--- config.mk ---
export PLATFORM = sky130hd
export DESIGN_NAME = msg_packer_576_flat
export DESIGN_NICKNAME = d
export VERILOG_FILES = /design/src/rtl/keccak_pkg.sv /design/src/rtl/msg_packer_576_if.sv /design/src/rtl/msg_packer_576.sv /design/src/flat_wrapper.sv
export SDC_FILE = /design/constraint.sdc
export NUM_CORES = 1
export LEC_CHECK = 0
export ABC_AREA = 1
export CAP_MARGIN = 30
export CORE_AREA = 2 2 257 259
export CTS_CLUSTER_SIZE = 24
export DETAILED_ROUTE_END_ITERATION = 6
export DIE_AREA = 0 0 259 261
export HOLD_SLACK_MARGIN = 0.1
export PLACE_DENSITY = 0.67
export SYNTH_ARGS = -nofsm -noshare
export SYNTH_HDL_FRONTEND = slang
export SYNTH_SLANG_ARGS = --single-unit
--- constraint.sdc ---
create_clock -name clk -period 37.8 [get_ports clk]
set_input_delay 7.56 -clock clk [delete_from_list [all_inputs] [get_ports clk]]
set_output_delay 7.56 -clock clk [all_outputs]
set_load 0.02 [all_outputs]
--- src/rtl/keccak_pkg.sv ---
// Shared Keccak message-path constants and the packer state encoding.
package keccak_pkg;

  localparam int unsigned RATE_BITS       = 576;
  localparam int unsigned WORD_BITS       = 64;
  localparam int unsigned WORDS_PER_BLOCK = RATE_BITS / WORD_BITS;
  localparam int unsigned RATE_BYTES      = RATE_BITS / 8;
  localparam int unsigned DIN_BYTES_W     = 4;
  localparam int unsigned BYTE_NUM_W      = 10;

  typedef enum logic [1:0] {
    ST_FILL       = 2'd0,
    ST_SEND       = 2'd1,
    ST_SEND_EMPTY = 2'd2
  } state_t;

endpackage

--- src/rtl/msg_packer_576_if.sv ---
// Word-stream input and block output of the message packer, with padder back-pressure.
interface msg_packer_576_if #(
  parameter int unsigned RATE_BITS = keccak_pkg::RATE_BITS,
  parameter int unsigned WORD_BITS = keccak_pkg::WORD_BITS
);

  logic [WORD_BITS-1:0]               din;
  logic                               din_valid;
  logic                               din_last;
  logic [keccak_pkg::DIN_BYTES_W-1:0] din_bytes;
  logic                               din_ready;

  logic [RATE_BITS-1:0]               out;
  logic                               out_ready;
  logic                               out_last;
  logic [keccak_pkg::BYTE_NUM_W-1:0]  out_byte_num;
  logic                               buffer_full;

  // Environment side: message source and padder.
  modport master (
    output din, din_valid, din_last, din_bytes, buffer_full,
    input  din_ready, out, out_ready, out_last, out_byte_num
  );

  // Packer side.
  modport slave (
    input  din, din_valid, din_last, din_bytes, buffer_full,
    output din_ready, out, out_ready, out_last, out_byte_num
  );

endinterface

--- src/rtl/msg_packer_576.sv ---
// Packs 64-bit message words into 576-bit rate blocks for the Keccak padder,
// masking the final word and emitting a trailing empty block when the message fills a block exactly.
module msg_packer_576 #(
  parameter int unsigned RATE_BITS = keccak_pkg::RATE_BITS,
  parameter int unsigned WORD_BITS = keccak_pkg::WORD_BITS
) (
  input  logic             clk,
  input  logic             reset,
  msg_packer_576_if.slave  bus
);

  localparam int unsigned WORDS      = RATE_BITS / WORD_BITS;
  localparam int unsigned WORD_BYTES = WORD_BITS / 8;
  localparam int unsigned RBYTES     = RATE_BITS / 8;
  localparam int unsigned WCNT_W     = $clog2(WORDS);
  localparam int unsigned BCNT_W     = $clog2(RBYTES + 1);
  localparam int unsigned DB_W       = keccak_pkg::DIN_BYTES_W;
  localparam int unsigned BN_W       = keccak_pkg::BYTE_NUM_W;

  keccak_pkg::state_t    state_q, state_d;
  logic [WCNT_W-1:0]     wcnt_q, wcnt_d;
  logic [BCNT_W-1:0]     bcnt_q, bcnt_d;
  logic [RATE_BITS-1:0]  buf_q, buf_d;
  logic                  pend_empty_q, pend_empty_d;
  logic                  out_ready_q, out_ready_d;
  logic                  out_last_q, out_last_d;
  logic [BN_W-1:0]       out_bn_q, out_bn_d;

  logic                  accept;
  logic [DB_W-1:0]       nbytes;
  logic [WORD_BITS-1:0]  word;
  logic [BCNT_W-1:0]     bcnt_sum;

  // Zero every byte at or beyond nbytes; byte 0 sits in the top lane.
  function automatic logic [WORD_BITS-1:0] mask_tail(input logic [WORD_BITS-1:0] w,
                                                     input logic [DB_W-1:0]      n);
    logic [WORD_BITS-1:0] m;
    m = w;
    for (int unsigned b = 0; b < WORD_BYTES; b++) begin
      if (DB_W'(b) >= n) m[WORD_BITS-1-8*b -: 8] = '0;
    end
    return m;
  endfunction

  assign bus.din_ready    = (state_q == keccak_pkg::ST_FILL) && !reset;
  assign bus.out          = buf_q;
  assign bus.out_ready    = out_ready_q;
  assign bus.out_last     = out_last_q;
  assign bus.out_byte_num = out_bn_q;

  // State and datapath registers.
  always_ff @(posedge clk or posedge reset) begin
    if (reset) begin
      state_q      <= keccak_pkg::ST_FILL;
      wcnt_q       <= '0;
      bcnt_q       <= '0;
      buf_q        <= '0;
      pend_empty_q <= 1'b0;
      out_ready_q  <= 1'b0;
      out_last_q   <= 1'b0;
      out_bn_q     <= '0;
    end else begin
      state_q      <= state_d;
      wcnt_q       <= wcnt_d;
      bcnt_q       <= bcnt_d;
      buf_q        <= buf_d;
      pend_empty_q <= pend_empty_d;
      out_ready_q  <= out_ready_d;
      out_last_q   <= out_last_d;
      out_bn_q     <= out_bn_d;
    end
  end

  // Next-state and next-output logic.
  always_comb begin
    state_d      = state_q;
    wcnt_d       = wcnt_q;
    bcnt_d       = bcnt_q;
    buf_d        = buf_q;
    pend_empty_d = pend_empty_q;
    out_ready_d  = out_ready_q;
    out_last_d   = out_last_q;
    out_bn_d     = out_bn_q;

    accept   = bus.din_valid && (state_q == keccak_pkg::ST_FILL);
    nbytes   = DB_W'(WORD_BYTES);
    if (bus.din_last && (bus.din_bytes < DB_W'(WORD_BYTES))) nbytes = bus.din_bytes;
    word     = bus.din_last ? mask_tail(bus.din, nbytes) : bus.din;
    bcnt_sum = bcnt_q + BCNT_W'(nbytes);

    case (state_q)
      keccak_pkg::ST_FILL: begin
        if (accept) begin
          for (int unsigned i = 0; i < WORDS; i++) begin
            if (wcnt_q == WCNT_W'(i)) buf_d[(WORDS-1-i)*WORD_BITS +: WORD_BITS] = word;
          end
          bcnt_d = bcnt_sum;
          if (bus.din_last || (wcnt_q == WCNT_W'(WORDS - 1))) begin
            state_d      = keccak_pkg::ST_SEND;
            out_ready_d  = 1'b1;
            out_bn_d     = BN_W'(bcnt_sum);
            // A final word that exactly fills the block still needs a zero-byte closing block.
            out_last_d   = bus.din_last && (bcnt_sum != BCNT_W'(RBYTES));
            pend_empty_d = bus.din_last && (bcnt_sum == BCNT_W'(RBYTES));
          end else begin
            wcnt_d = wcnt_q + WCNT_W'(1);
          end
        end
      end

      keccak_pkg::ST_SEND: begin
        if (!bus.buffer_full) begin
          buf_d        = '0;
          wcnt_d       = '0;
          bcnt_d       = '0;
          out_bn_d     = '0;
          pend_empty_d = 1'b0;
          if (pend_empty_q) begin
            state_d     = keccak_pkg::ST_SEND_EMPTY;
            out_ready_d = 1'b1;
            out_last_d  = 1'b1;
          end else begin
            state_d     = keccak_pkg::ST_FILL;
            out_ready_d = 1'b0;
            out_last_d  = 1'b0;
          end
        end
      end

      keccak_pkg::ST_SEND_EMPTY: begin
        if (!bus.buffer_full) begin
          state_d     = keccak_pkg::ST_FILL;
          out_ready_d = 1'b0;
          out_last_d  = 1'b0;
        end
      end

      default: state_d = keccak_pkg::ST_FILL;
    endcase
  end

endmodule

--- src/flat_wrapper.sv ---
// flat-port wrapper written by rule: the top's interface ports become plain ports
module msg_packer_576_flat 
#(
  parameter int unsigned RATE_BITS = keccak_pkg::RATE_BITS,
  parameter int unsigned WORD_BITS = keccak_pkg::WORD_BITS
)
  (clk, reset, bus_din, bus_din_valid, bus_din_last, bus_din_bytes, bus_buffer_full, bus_din_ready, bus_out, bus_out_ready, bus_out_last, bus_out_byte_num);
  msg_packer_576_if #(.RATE_BITS(RATE_BITS), .WORD_BITS(WORD_BITS)) bus_i ();
  input  logic clk;
  input  logic reset;
  input wire logic [$bits(bus_i.din)-1:0] bus_din;
  input wire logic [$bits(bus_i.din_valid)-1:0] bus_din_valid;
  input wire logic [$bits(bus_i.din_last)-1:0] bus_din_last;
  input wire logic [$bits(bus_i.din_bytes)-1:0] bus_din_bytes;
  input wire logic [$bits(bus_i.buffer_full)-1:0] bus_buffer_full;
  output wire logic [$bits(bus_i.din_ready)-1:0] bus_din_ready;
  output wire logic [$bits(bus_i.out)-1:0] bus_out;
  output wire logic [$bits(bus_i.out_ready)-1:0] bus_out_ready;
  output wire logic [$bits(bus_i.out_last)-1:0] bus_out_last;
  output wire logic [$bits(bus_i.out_byte_num)-1:0] bus_out_byte_num;
  assign bus_i.din = bus_din;
  assign bus_i.din_valid = bus_din_valid;
  assign bus_i.din_last = bus_din_last;
  assign bus_i.din_bytes = bus_din_bytes;
  assign bus_i.buffer_full = bus_buffer_full;
  assign bus_din_ready = bus_i.din_ready;
  assign bus_out = bus_i.out;
  assign bus_out_ready = bus_i.out_ready;
  assign bus_out_last = bus_i.out_last;
  assign bus_out_byte_num = bus_i.out_byte_num;
  msg_packer_576 #(.RATE_BITS(RATE_BITS), .WORD_BITS(WORD_BITS)) u_core (.clk(clk), .reset(reset), .bus(bus_i));
endmodule
==> results, run 1 <==
- The horizontal extent of the die is 259 um.
- Yosys mapped a number of flops with a built-in enable equal to 0.
- The fraction of met3 tracks used by global routing is under 10%.
- Setup repair after global routing left no endpoint under its margin.
- After clock tree synthesis, the clock-pin slew on the worst setup and hold paths is 0.06 ns.
- Summing the areas of all xor and xnor instances in the mapped netlist gives 0% of the synthesized area.
- The number of buffers added on ports is 658.
- Registers take 15000 sq um.
- TritonCTS built the clock tree.
- The total iterations of the first detailed-routing run is 5.
- After synthesis, the largest family of logic cells by area is simple AND/OR/NAND/NOR gates.
- The run finished with clean final reports.
- The count of filler cells inserted in the layout is about 6k.
- The arrival time of the worst setup path is 8.82 ns.
- The die area is a little under 70000 sq um.
- The worst path uses 43.3% of the clock period.
- The compound-cell area share of the yosys netlist is 5.69%.
- Yosys mapped the design onto 29 distinct sky130hd cell types.
- The critical path launch point type is a primary input.
- Clock tree synthesis inserted a total of 67 buffers.
- The largest fanout on the critical path is 2.
- The top-level port count is 662.
- The largest net degree at the start of global routing is 126.
- The count of pins over their slew limit is 0.
- The basic-gate share of the synthesized area counting and, or, nand and nor cells is about a quarter.
- The start-to-end type of the worst setup path is primary input to output port.
- After floorplanning, the core was divided into 94 placement rows.
- VDD sags by at most about 0.06 mV.
- The total number of vias is 19.6k.
- After synthesis, the mean cell area works out to 9.01 sq um.
- After synthesis, the cell types taking the most area are dfrtp_1 (65%), nand2_1 (23%), o21ai_0 (5.0%).
- The net count of the finished layout is 3282.
- From synthesis to final layout, the design area changed by 42.4%.
- The worst reg-to-reg setup slack is roughly 34 ns.
- The master of the slowest instance on the critical path is clkdlybuf4s50_1.
- The placer congestion estimate is 0.851.
- For this block, the initial DRC count from the detailed router was between 1.5k and 2k.
- Measured against the total synthesized area, the mux share comes to 0%.
- The leakage dissipation is about 16 nW.
- Summing all multi-input logic gate instances after layout gives 7200 sq um.
- The path type of the worst min-delay path is flip-flop to flip-flop.
- The floorplan step set the die height to 261 um.
- At the pin with the least slew margin, the transition time is 1.00 ns.
- The fraction of the core area covered by cells at the end of the flow is 50.4%.
- The HPWL after detailed placement is around 56000 um.
- Across the run, the number of max-cap violations was 0.
- The fraction of final layout cells with drive strength greater than 1 is 5.55%.
- In this run the cell area of the synthesized design comes to 23000 sq um.
- The most common cell in the synthesized netlist is nand2_1.
- In this run the most used layer during global routing was met2.
- The clock arrives with 0.0212 ns of skew.
- The via count of the first global-routing pass is 19.2k.
- The final hold violation count was 0.
- The sum of overflow across all layers after global routing is 0.
- The fraction of registers with async set/reset is 100%.
- The critical path required time is 30.24 ns.
- Of all cell types, the one taking the most synthesized area is dfrtp_1.
- The area share of the largest cell type after synthesis is 65.2%.
- Global routing used 31.6% of the available met1 tracks.
- The post-CTS setup repair buffer count is 0.
- The number of setup violations in the final report is 0.
- The per-cell via count in the routed design is between 4 and 5.
- The first global-routing pass estimated 125000 um of wire.
- The deepest level of the CTS H-tree is 3.
- The post-synthesis instance total is 2553.
- The worst setup path is captured at an output port.
- The tightest slew margin relative to the limit is about 33%.
- The hold buffer count at cts is 0.
- The number of buffers on the longest clock path is 3.
- The cell seen most often among critical-path stages is clkdlybuf4s50_1.
- The sequential element share of the synthesized area is 65.2%.
- The synthesized-area fraction occupied by adder cells is less than 1%.
- The clock insertion delay at the later pin of the skew report is roughly 0.60 ns.
- The total negative setup slack is 0 ns.
- Timing would allow up to 0.0610 GHz.
- Dividing the detail-routed wire length by the instance count gives 20.7 um.
- For this run, the number of Yosys warnings is 0.
- The overall track demand over capacity in global routing is 24.7%.
- Once the clock tree was built, the resizer swapped 0 gates to a different size.
- The clock tree root buffer cell is clkbuf_16.
- The number of antenna diodes in the final layout is 0.
- The core region is 65000 sq um.
- Counting every sink on the clock net gives 599.
- Counting instances in the post-synthesis netlist gives the leading cell types as nand2_1 (1383), dfrtp_1 (599), o21ai_0 (232).
- The met2 track demand over resource is 39.7%.
- Walking the worst path, the cells encountered are clkdlybuf4s50_1 -> nor2_1 -> clkdlybuf4s50_1.
- Among all flip-flop cells after synthesis, the most frequent one is dfrtp_1.
- In this run the power density over the cells is between 100 and 150 nW/um^2.
- The initial utilization of the core area, before any placement, comes to 35.4%.
- Synthesis inferred between 500 and 600 register bits.
- The residual DRC count is 0.
- The initial antenna violation count came to 2.
- The delay of the slowest cell on the worst path is 0.61 ns.
- The smallest clock period supported by the final layout is computed as ~16 ns.
- Summed over all layers, the routed wires come to 84900 um.
- In this run the remaining antenna-violating nets after routing total 0.
## routing by layer
layer | vias to the layer above | routed length (um)
met5 | - | 13
met4 | 2 | 3090
met3 | 153 | 7260
met2 | 786 | 39700
met1 | 9497 | 34900
li1 | 9164 | -
## final cells by class
class,count,share of cell area (%)
clock inverters,17,0.584
flip-flops and latches,599,45.8
inverters,82,0.982
clock buffers,98,6.03
repair buffers,698,21.4
well taps,864,3.30
multi-input cells,1750,22.0
## cell families after synthesis
family,after synthesis
AO/OA/AOI/OAI,256
other,1
adder cells (fa/ha/maj),11
buffers and inverters,206
flip-flops,599
AND/OR/NAND/NOR,1480
## report_power, final
group / switching, mW / total [mW] / internal, mW / leakage [nW]
logic: 1.09 / 1.71 / 0.625 / 7.27
registers: 0.147 / 1.06 / 0.911 / 7.83
clock network: 0.270 / 0.648 / 0.378 / 1.06
total: 1.51 / 3.42 / 1.91 / 16.2
## worst max-delay path: cells and delay by family
family	cells	cell delay, ns
AND/OR/NAND/NOR	1	0.14
buffers and inverters	2	1.12
## layout by cell type, fill, tap and decap left out, types with 9 or more instances in the layout
| master | instances |
|---|---|
| nand2_1 | 1380 |
| clkdlybuf4s50_1 | 658 |
| dfrtp_1 | 599 |
| o21ai_0 | 232 |
| clkbuf_16 | 69 |
| inv_1 | 67 |
| nor2_1 | 49 |
| buf_4 | 31 |
| nand3_1 | 22 |
| a21oi_1 | 16 |
| clkbuf_1 | 15 |
| clkbuf_8 | 14 |
| nor2_4 | 12 |
| clkinv_2 | 11 |
| ha_1 | 11 |
| inv_2 | 9 |
## state kept, by name, summed over array words and instances (netlist names)
signal	cells
u_core.wcnt_q	4
u_core.bus.out_byte_num	7
u_core.bcnt_q	7
u_core.pend_empty_q	1
u_core.state_q	2
u_core.bus.out_ready	1
u_core.bus.out	576
u_core.bus.out_last	1
## metrics by stage
step	area, sq um	std cells	total power [mW]	hold slack [ns]	setup slack (ns)
3_5_place_dp	30600	3993	2.79	0.458	21.42
2_1_floorplan	23000	2555	1.91	0.459	13.47
5_1_grt	32800	4108	3.61	0.484	21.38
3_3_place_gp	30400	3981	2.74	0.452	21.38
6_report	32800	4108	3.42	0.468	21.42
4_1_cts	32800	4108	3.45	0.472	21.42
## final timing paths
kind,startpoint,to,cells after the start
max,reset,bus_din_ready,3
min reg2reg,u_core.bus.out[418]$_DFFE_PP0P_,u_core.bus.out[418]$_DFFE_PP0P_,2
max in group asynchronous,reset,u_core.bus.out[102]$_DFFE_PP0P_,5
max reg2reg,u_core.state_q[1]$_DFFE_PP0P_,u_core.bus.out[62]$_DFFE_PP0P_,11
min in group asynchronous,reset,u_core.bus.out[310]$_DFFE_PP0P_,2
min,u_core.bus.out[418]$_DFFE_PP0P_,u_core.bus.out[418]$_DFFE_PP0P_,2
Note: power is estimated with default switching activity, not from simulation.
==> run 2: changes to the inputs <==
CORE_AREA = 2 2 256 258   (was 2 2 257 259)
DIE_AREA = 0 0 258 260   (was 0 0 259 261)
PLACE_DENSITY = 0.69   (was 0.67)
clock period = 13.28 ns   (was 37.8 ns; I/O delays follow)
==> results, run 2 (synthesized netlist as in run 1, its figures left out) <==
- TritonCTS built the clock tree.
- The area occupied by registers is 15000 sq um (unchanged).
- The arrival time of the worst setup path came to 3.84 ns (-4.98 ns).
- The count of max-cap constraint violations is 0 (unchanged).
- The number of cells on the worst reg-to-reg path was 11 (unchanged).
- The clock insertion delay at the later pin of the skew report was 0.61 ns (about the same).
- The starting utilization of the core area was 35.9% (+0.51 points).
- Leaving out fill and tap cells, the most frequent cells in the layout are nand2_1 (1380), clkdlybuf4s50_1 (658), dfrtp_1 (599), o21ai_0 (232), clkbuf_16 (69).
- The number of cells traversed by the worst hold path came to 2 (unchanged).
- The flow ran to the end, and the final reports show no timing, DRC or antenna violations.
- The placer congestion estimate is 0.845 (-0.74%).
- The worst-case hold path end point is u_core.bus.out[549]$_DFFE_PP0P_.
- The final hold violation count was 0 (unchanged).
- The worst reg-to-reg setup slack is 8.54 ns (-25.12 ns).
- The area of the multi-input gates is 7210 sq um (about the same).
- The worst path in the final design needs a cycle of 6.50 ns, including I/O delays and setup.
- The hold buffer count at cts was 0 (unchanged).
- The final wirelength was 84700 um (-0.28%).
- For this run, the top clock speed supported by timing is 0.154 GHz.
- The tightest min-delay check is of the flip-flop to flip-flop type.
- The largest net degree at the start of global routing is 177 (+40%).
- The post-CTS setup repair buffer count is 0 (unchanged).
- The count of pins over their slew limit is 0 (unchanged).
- The total number of vias is 19.7k (+0.65%).
- The deepest level of the CTS H-tree is 3 (unchanged).
- The final worst clock skew is 0.0397 ns (+0.0185 ns).
- The tightest slew margin relative to the limit was 32.0% (-0.92 points).
- The number of flip-flops under the largest register name came to 576 (unchanged).
- Setup repair after global routing left no endpoint under its margin.
- The critical path required time is 10.62 ns (-19.62 ns).
- The largest fanout on the critical path is 2 (unchanged).
- The capturing element type of the critical path is an output port.
- From synthesis to final layout, the design area changed by 42.1%.
- The layout net count is 3276 (-0.18%).
- The worst-case vdd ir drop is 0.201 mV (+230%).
- In this run the most critical hold path is launched from u_core.bus.out[549]$_DFFE_PP0P_.
- The die boundary height is 260 um (-0.38%).
- The cell area after layout came to 32700 sq um (-0.21%).
- The reported net switching power is 4.27 mW (+180%).
- In this run the clock root is driven by a clkbuf_16.
- The core footprint is 64100 sq um (-1.4%).
- The number of cell rows is 93 (-1.1%).
- The internal power came to 5.41 mW (+180%).
- The remaining number of nets flagged by the antenna check after routing was 0 (unchanged).
- The final standard cell count with taps included and fillers excluded is 4099 (-0.22%).
- The number of setup violations in the final report is 0 (unchanged).
- The count of filler cells inserted in the layout came to 5851 (-2.5%).
- The total iterations of the first detailed-routing run is 6 (+1).
- The post-route worst setup slack was 6.78 ns (-14.64 ns).
- The overall track demand over capacity in global routing is 24.7% (+0.080 points).
- The register clock-pin slew on the reported worst setup and hold paths came to 0.05 ns (about the same).
- The number of clock sinks was 599 (unchanged).
- The cell area after placement is 30500 sq um (-0.34%).
- By startpoint and endpoint, the worst setup path is classified as primary input to output port.
- The combinational cell fraction of total power is 49.7% (-0.4 points).
- The leakage dissipation is 16.1 nW (-0.16%).
- The die area came to 67100 sq um (-0.77%).
- The HPWL after detailed placement is 57100 um (+1.2%).
- The launch point of the worst reg-to-reg path is u_core.state_q[1]$_DFFE_PP0P_.
- The number of DRC violations after detailed-routing iteration 0 was 1852 (+11%).
- The number of cells after detailed placement is 3976 (-0.43%).
- The via count of the first global-routing pass is 18.9k (-1.4%).
- The cell area power density is 296 nW/um^2 (+180%).
- The destination of the worst register-to-register timing path is u_core.bus.out[568]$_DFFE_PP0P_.
- The worst setup path is launched from a primary input.
- The transition time at the pin with the least slew margin is 1.02 ns (+0.0138 ns).
- The per-cell via count in the routed design is 4.81 (+0.87%).
- The total negative setup slack is 0 ns (unchanged).
- The post-cts gate resize count is 0 (unchanged).
- The number of buffers on the longest clock path is 3 (unchanged).
- The horizontal extent of the die is 258 um (-0.39%).
- The fraction of final layout cells with drive strength greater than 1 was 5.67% (+0.13 points).
- The switching share of power is 44.1% (+0.077 points).
- The clock group share of total power is 19.1% (+0.2 points).
- The most common cell after layout, fill and taps aside is nand2_1.
- The final critical path takes up 48.9% of the cycle.
- The global-route wire length before repair came to 124000 um (-0.66%).
- The sum of internal, switching and leakage power is 9.68 mW (+180%).
- The residual DRC count is 0 (unchanged).
- The initial antenna violation count was 4 (+2).
- The sum of overflow across all layers after global routing is 0 (unchanged).
- The top-level port count is 662 (unchanged).
- The number of CTS-inserted buffers is 67 (unchanged).
- The average detailed-routed wire length per instance is 20.7 um (about the same).
- The number of buffers added on ports is 658 (unchanged).
- The minimum setup slack after placement is 6.77 ns (-14.65 ns).
- The sequential group share of total power is 31.3% (+0.4 points).
-- run 2: worst max-delay path by stage --
stage | start | cells after the start | endpoint
finish | reset | 3 | bus_din_ready
global route | reset | 3 | bus_din_ready
CTS | reset | 3 | bus_din_ready
detailed placement | bus_din_valid | 9 | u_core.bus.out[565]$_DFFE_PP0P_
global placement | reset | 3 | bus_din_ready
floorplan | reset | 1 | u_core.bcnt_q[0]$_DFFE_PP0P_
-- run 2: power by group through the flow --
stage	Combinational (mW)	Sequential [mW]	Clock, mW
finish	4.81	3.03	1.85
global route	5.15	3.11	1.95
CTS	4.84	3.02	1.88
detailed placement	4.83	3.02	0
global placement	4.74	3.02	0
floorplan	1.54	3.89	0
-- run 2: through the flow --
stage                     hold WS, ns  utilization (%)
after floorplan                 0.459                -
after global placement          0.453             47.4
after detailed placement        0.457             47.5
after CTS                       0.472             51.0
after global routing            0.487             51.0
final                           0.467             51.0
-- run 2: worst max-delay path: stages --
cell,delay [ns]
clkdlybuf4s50_1,0.46
nor2_1,0.12
clkdlybuf4s50_1,0.60
-- run 2: area by class of cell --
type	count	share of cell area, %
clock inverters	23	0.593
repair buffers	692	21.2
clock buffers	97	6.09
inverters	82	0.972
well taps	855	3.27
diodes	1	0.00766
multi-input cells	1750	22.0
flip-flops and latches	599	45.9
-- run 2: routing by layer --
| layer | routed length [um] | vias to the layer above | GRT usage [%] |
|---|---|---|---|
| met4 | 3290 | 2 | 10.5 |
| met1 | 34800 | 9512 | 31.5 |
| met5 | 13 | - | 0 |
| met2 | 39100 | 899 | 39.7 |
| li1 | - | 9158 | - |
| met3 | 7460 | 158 | 6.95 |
